### src/rtl/mvm_ctrl.sv
// rtl/mvm_ctrl.sv - matrix-vector multiply sequencer: address stepping, aligned tag pipe, result row tagging
// Optional perf_cycles counter enabled by defining MVM_CTRL_PERF_EN.
module mvm_ctrl #(
  parameter int ROWW      = 8,
  parameter int CHUNKW    = 8,
  parameter int MAT_ADDRW = 16,
  parameter int PIPE_LAT  = 4
) (
  input  logic                 clk,
`ifdef MVM_CTRL_PERF_EN
  output logic [31:0]          perf_cycles,
`endif
  input  logic                 rst,
  input  logic                 start,
  input  logic [ROWW-1:0]      num_rows,
  input  logic [CHUNKW-1:0]    num_chunks,
  output logic                 busy,
  output logic                 done,
  output logic [CHUNKW-1:0]    vec_raddr,
  output logic [MAT_ADDRW-1:0] mat_raddr,
  output logic                 acc_ivalid,
  output logic                 acc_first,
  output logic                 acc_last,
  input  logic                 acc_ovalid,
  output logic [ROWW-1:0]      res_row,
  output logic                 res_valid
);

  typedef enum logic [1:0] {S_IDLE, S_ISSUE, S_DRAIN, S_DONE} state_t;

  state_t                state_q, state_d;
  logic [ROWW-1:0]       rows_q, rows_d;
  logic [CHUNKW-1:0]     chunks_q, chunks_d;
  logic [CHUNKW-1:0]     vec_raddr_q, vec_raddr_d;
  logic [MAT_ADDRW-1:0]  mat_raddr_q, mat_raddr_d;
  logic [ROWW-1:0]       row_iss_q, row_iss_d;
  logic [ROWW-1:0]       res_cnt_q, res_cnt_d;
  logic                  busy_q, busy_d;
  logic                  done_q, done_d;
  logic [PIPE_LAT-1:0]   pv_q, pv_d;
  logic [PIPE_LAT-1:0]   pf_q, pf_d;
  logic [PIPE_LAT-1:0]   pl_q, pl_d;
`ifdef MVM_CTRL_PERF_EN
  logic [31:0]           perf_q, perf_d;
`endif

  logic iss_v, iss_f, iss_l, count_en;

  always_comb begin
    state_d     = state_q;
    rows_d      = rows_q;
    chunks_d    = chunks_q;
    vec_raddr_d = vec_raddr_q;
    mat_raddr_d = mat_raddr_q;
    row_iss_d   = row_iss_q;
    res_cnt_d   = res_cnt_q;

    iss_v    = (state_q == S_ISSUE);
    iss_f    = (vec_raddr_q == '0);
    iss_l    = (vec_raddr_q == chunks_q - CHUNKW'(1));
    count_en = acc_ovalid && ((state_q == S_ISSUE) || (state_q == S_DRAIN));

    if (count_en) res_cnt_d = res_cnt_q + ROWW'(1);

    case (state_q)
      S_IDLE: begin
        if (start) begin
          rows_d      = num_rows;
          chunks_d    = num_chunks;
          vec_raddr_d = '0;
          mat_raddr_d = '0;
          row_iss_d   = '0;
          res_cnt_d   = '0;
          state_d     = (num_rows == '0 || num_chunks == '0) ? S_DONE : S_ISSUE;
        end
      end
      S_ISSUE: begin
        // Addresses hold on the final issue so DRAIN shows the last address used.
        if (iss_l && (row_iss_q == rows_q - ROWW'(1))) begin
          state_d = S_DRAIN;
        end else begin
          mat_raddr_d = mat_raddr_q + MAT_ADDRW'(1);
          if (iss_l) begin
            vec_raddr_d = '0;
            row_iss_d   = row_iss_q + ROWW'(1);
          end else begin
            vec_raddr_d = vec_raddr_q + CHUNKW'(1);
          end
        end
      end
      S_DRAIN: begin
        if (res_cnt_d == rows_q) state_d = S_DONE;
      end
      S_DONE: begin
        state_d = S_IDLE;
      end
      default: state_d = S_IDLE;
    endcase

    busy_d = (state_d != S_IDLE);
    done_d = (state_d == S_DONE);

    pv_d[0] = iss_v;
    pf_d[0] = iss_v & iss_f;
    pl_d[0] = iss_v & iss_l;
    for (int i = 1; i < PIPE_LAT; i++) begin
      pv_d[i] = pv_q[i-1];
      pf_d[i] = pf_q[i-1];
      pl_d[i] = pl_q[i-1];
    end

`ifdef MVM_CTRL_PERF_EN
    perf_d = perf_q;
    if (state_q == S_IDLE && start) perf_d = '0;
    else if (busy_q && perf_q != '1) perf_d = perf_q + 32'd1;
`endif
  end

  always_ff @(posedge clk) begin
    if (!rst) begin
      state_q     <= S_IDLE;
      rows_q      <= '0;
      chunks_q    <= '0;
      vec_raddr_q <= '0;
      mat_raddr_q <= '0;
      row_iss_q   <= '0;
      res_cnt_q   <= '0;
      busy_q      <= 1'b0;
      done_q      <= 1'b0;
      pv_q        <= '0;
      pf_q        <= '0;
      pl_q        <= '0;
`ifdef MVM_CTRL_PERF_EN
      perf_q      <= '0;
`endif
    end else begin
      state_q     <= state_d;
      rows_q      <= rows_d;
      chunks_q    <= chunks_d;
      vec_raddr_q <= vec_raddr_d;
      mat_raddr_q <= mat_raddr_d;
      row_iss_q   <= row_iss_d;
      res_cnt_q   <= res_cnt_d;
      busy_q      <= busy_d;
      done_q      <= done_d;
      pv_q        <= pv_d;
      pf_q        <= pf_d;
      pl_q        <= pl_d;
`ifdef MVM_CTRL_PERF_EN
      perf_q      <= perf_d;
`endif
    end
  end

  assign busy       = busy_q;
  assign done       = done_q;
  assign vec_raddr  = vec_raddr_q;
  assign mat_raddr  = mat_raddr_q;
  assign acc_ivalid = pv_q[PIPE_LAT-1];
  assign acc_first  = pf_q[PIPE_LAT-1];
  assign acc_last   = pl_q[PIPE_LAT-1];
  assign res_row    = res_cnt_q;
  assign res_valid  = count_en;
`ifdef MVM_CTRL_PERF_EN
  assign perf_cycles = perf_q;
`endif

endmodule

### config.mk
export PLATFORM = sky130hd
export DESIGN_NAME = mvm_ctrl
export DESIGN_NICKNAME = d
export VERILOG_FILES = /design/src/rtl/mvm_ctrl.sv
export SDC_FILE = /design/constraint.sdc
export NUM_CORES = 1
export LEC_CHECK = 0
export BUFFER_PORTS_ARGS = -buffer_cell sky130_fd_sc_hd__buf_2
export CORE_MARGIN = 2
export CORE_UTILIZATION = 51
export CTS_BUF_LIST = sky130_fd_sc_hd__clkbuf_16
export CTS_CLUSTER_SIZE = 28
export DETAILED_ROUTE_END_ITERATION = 8
export PLACE_DENSITY_LB_ADDON = 0.12
export SYNTH_ARGS = -nofsm -noshare
export SYNTH_HDL_FRONTEND = slang
export SYNTH_SLANG_ARGS = --single-unit
### constraint.sdc
create_clock -name clk -period 2.8 [get_ports clk]
set_clock_uncertainty 0.15 [all_clocks]
set_input_delay 0.14 -clock clk [delete_from_list [all_inputs] [get_ports clk]]
set_output_delay 0.14 -clock clk [all_outputs]
set_load 0.02 [all_outputs]
==> impl_results.md <==
- Status: finished clean
- Setup TNS: 0 ps
- Die H: 90.4 um
- Flop2flop setup slack: 8 ps
- H-tree lvl count: 3
- CTS tree: done
- Root buf cell: clkbuf_16
- Worst-Margin Slew: 691 ps
- CP max FO: 9
- Pre-CTS setup slack: -48.5 ps
- Register Area: 1440 um2
- Multi-input gate area: 2240 um2
- Critical-path top delay cell: or4_4
- Via density: 5.55
- Yosys reg bits: 72
- Total number of vias: 3663
- Worst Hold Path EP: res_row[1]
- Worst EP arrival: 2900 ps
- CORE AREA: 7250 um2
- Synth cell types: 57
- Drt pass-1 iters: 5
- Hold Vio Cnt, Final: 0
- Reg clk slew, reported paths: 60 ps
- Layout Nets: 586
- Post-synth EDFFs: 0
- Mapped Area: 3810 um2
- Largest net degree at the start of global routing: 30
- Post-DP HPWL: 6450 um
- R2R Path Start: chunks_q[0]
- Synth Flop Type: dfxtp_1
- IO buf count: 57
- Clock Sinks: 72
- First-pass GRT wire length: 15400 um
- Layout cells sized above 1: 23.0%
- FF-to-FF End: row_iss_q[5]
- Yosys top cell by area: dfxtp_1
- Sequential fraction of the synthesis area: 37.8%
- Area contributors post-synth: dfxtp_1 (38%), nand2_1 (5.8%), xnor2_1 (5.7%)
- Post-synth ARST share: 0%
- Worst VDD drop: 0.000394 V
- Row count: 31
- GPL Wtd Cong: 0.835
- Post-Route WL: 9460 um
- Post-route ant nets: 0
- Total track usage: 22.8%
- Avg Inst Size Synth: 8.21 um2
- Deepest clock path buffer count: 2
- Max Slew Vio Count: 0
- DR DRC count: 0
- Max-cap viol count: 0
- Hold path cells: 4
- Top delay family on crit path: simple AND/OR/NAND/NOR gates
- # diodes: 0
- RSZ-0062 raised after global routing: yes
- DRT iter0 DRCs: 193
- Global route overflow: 0
- PwrDens: 780 nW/um2
- Hold Startpoint: acc_ovalid
- CP Buf/Inv Count: 2
- Hold Crit Class: input pin to flip-flop
- Critical path data required time: 2910 ps
- Reg2reg path depth: 10
- FILL cells: 630
- Initial Utilization: 52.5%
- Cells along the critical path: inv_1 > ha_1 > nor4b_1 > xnor2_1 > nor4_2 > o2111a_1 > a21oi_1 > buf_4 > or4_4 > a21oi_2
- CP max stage delay: 510 ps
- Post-Syn Instances: 464
- Top Ports: 58
- Synthesis Warnings: 0
- Post-route minimum period: 2790 ps
- Die width: 90.4 um
- Vias in the first global route: 3333
- CP Class: flip-flop to flip-flop
- Synth Net Count: 494
- Synth-to-layout area growth: 30.3%
- Relative slew margins: 53.9%
- Top-area cell type share of the netlist area: 37.8%
- LEAKAGE: 0.00200 uW
- Final setup viols: 0
- Final worst setup slack: 7.55 ps
- Maximum clock rate: 0.358 GHz
- Worst skew pair latency: 330 ps
- Nature of the critical path endpoint: flip-flop
- Num CTS Buffers: 9
- Final period utilization: 99.7%
- Initial antenna violation count: 0
- DIE AREA: 8180 um2
- WL/cell: 14.3 um
- CP startpoint kind: flip-flop
-- flip-flops by register name, summed over array words and instances, names as in the netlist --
signal	count
row_iss_q	8
done	1
vec_raddr	8
pf_q	4
pl_q	4
busy	1
chunks_q	8
pv_q	4
state_q	2
mat_raddr	16
rows_q	8
res_row	8
-- per-layer routing --
metal | GRT usage (%) | wire length, um | part of all wire, %
met3 | 3.92 | 427 | 4.5
met2 | 36.1 | 4500 | 48
met4 | 8.21 | 130 | 1.4
met5 | 0 | 0 | 0
met1 | 31.3 | 4400 | 47
-- cells in the final DEF, fill, tap and decap left out, types with 5 or more instances in the layout --
cell type      count
ha_1              10
o21ai_0           22
dlygate4sd3_1     16
o21ai_1            6
clkbuf_16          9
inv_1             24
nor2_1            23
xor2_1             9
nor4_1             8
dfxtp_1           70
or3_1             19
buf_4             29
nand3_1           20
a21oi_1           40
nand4_1            5
xnor2_1           25
buf_2             57
nand2_1           59
and3_1             6
nor3_1             9
and2_1            15
or4_1              9
-- worst max-delay path by stage --
| stage | slack [ps] | start | to | cells past startpoint |
|---|---|---|---|---|
| detailed placement | -50 | rows_q[0] | busy | 7 |
| CTS | -30 | rows_q[0] | mat_raddr[13] | 8 |
| global placement | 10 | rows_q[0] | busy | 7 |
| finish | 8 | chunks_q[0] | row_iss_q[5] | 10 |
| global route | -90 | chunks_q[1] | row_iss_q[5] | 10 |
| floorplan | 10 | rows_q[2] | mat_raddr[0] | 11 |
-- cell usage after synthesis, drive strengths merged (2+ instances only) --
cell and instances:
o211a 2, a21oi 43, o31ai 4, and3 6, a21o 2, o21ai 29
o21a 3, dfxtp 72, nor4 9, or3 20, a22oi 3, o211ai 3
nor3 10, nand2 59, o21ba 2, buf 9, xor2 9, or4 11
nor4b 2, nand4 5, and2 15, o311ai 5, nand3 20, nor2 23
clkbuf 16, mux2i 2, inv 24, xnor2 25, o31a 3, ha 10
o2111ai 2
-- tightest hold or removal path, delay by kind of cell --
kind | cells | cell delay (ps)
and+or+nand+nor | 2 | 180
buffers and inverters | 1 | 100
AOI/OAI and AO/OA | 1 | 60
-- cell families (layout without fill, tap and decap cells) --
family | after synthesis | count (layout) | synth area share (%)
mux | 2 | 2 | 0.525
flops | 72 | 72 | 37.8
buf+inv | 49 | 146 | 6.11
fa+ha+maj | 10 | 10 | 3.28
compound gates | 110 | 110 | 18.6
xor+xnor | 35 | 35 | 8.41
simple gates | 186 | 186 | 25.3
-- area by class of cell --
cell class / instances / area share [%]
Multi-Input combinational cell: 343 / 45.2
Sequential cell: 72 / 29.1
Timing Repair Buffer: 106 / 14.4
Clock buffer: 9 / 4.54
Tap cell: 99 / 2.49
Clock inverter: 7 / 2.42
Inverter: 24 / 1.81
-- what timing repair did --
item,4_1_cts,5_1_grt
buffers inserted,1,0
hold buffers,16,0
resized for setup,8,17
cloned,0,0
endpoints found under the setup margin,12,34
hold endpoints to repair,16,0
pin swaps,8,4
-- power by group --
part | leakage [uW] | total (uW) | switching (uW) | internal, uW
clock network | 0.000166 | 1310 | 440 | 871
logic | 0.00125 | 1360 | 781 | 581
registers | 0.000585 | 1200 | 80.1 | 1120
-- through the flow --
step / total power [uW] / utilization [%] / instances / instance area [um2] / hold WS, ps
3_5_place_dp: 2430 / 59.8 / 627 / 4340 / 247
4_1_cts: 3810 / 67.3 / 660 / 4880 / 47.3
6_report: 3870 / 68.4 / 660 / 4960 / 58.1
3_3_place_gp: 2410 / 59.8 / 627 / 4340 / 244
2_1_floorplan: 2070 / - / 464 / 3820 / 126
5_1_grt: 4070 / 68.4 / 660 / 4960 / 98.2
(Power assumes the default switching activity.)
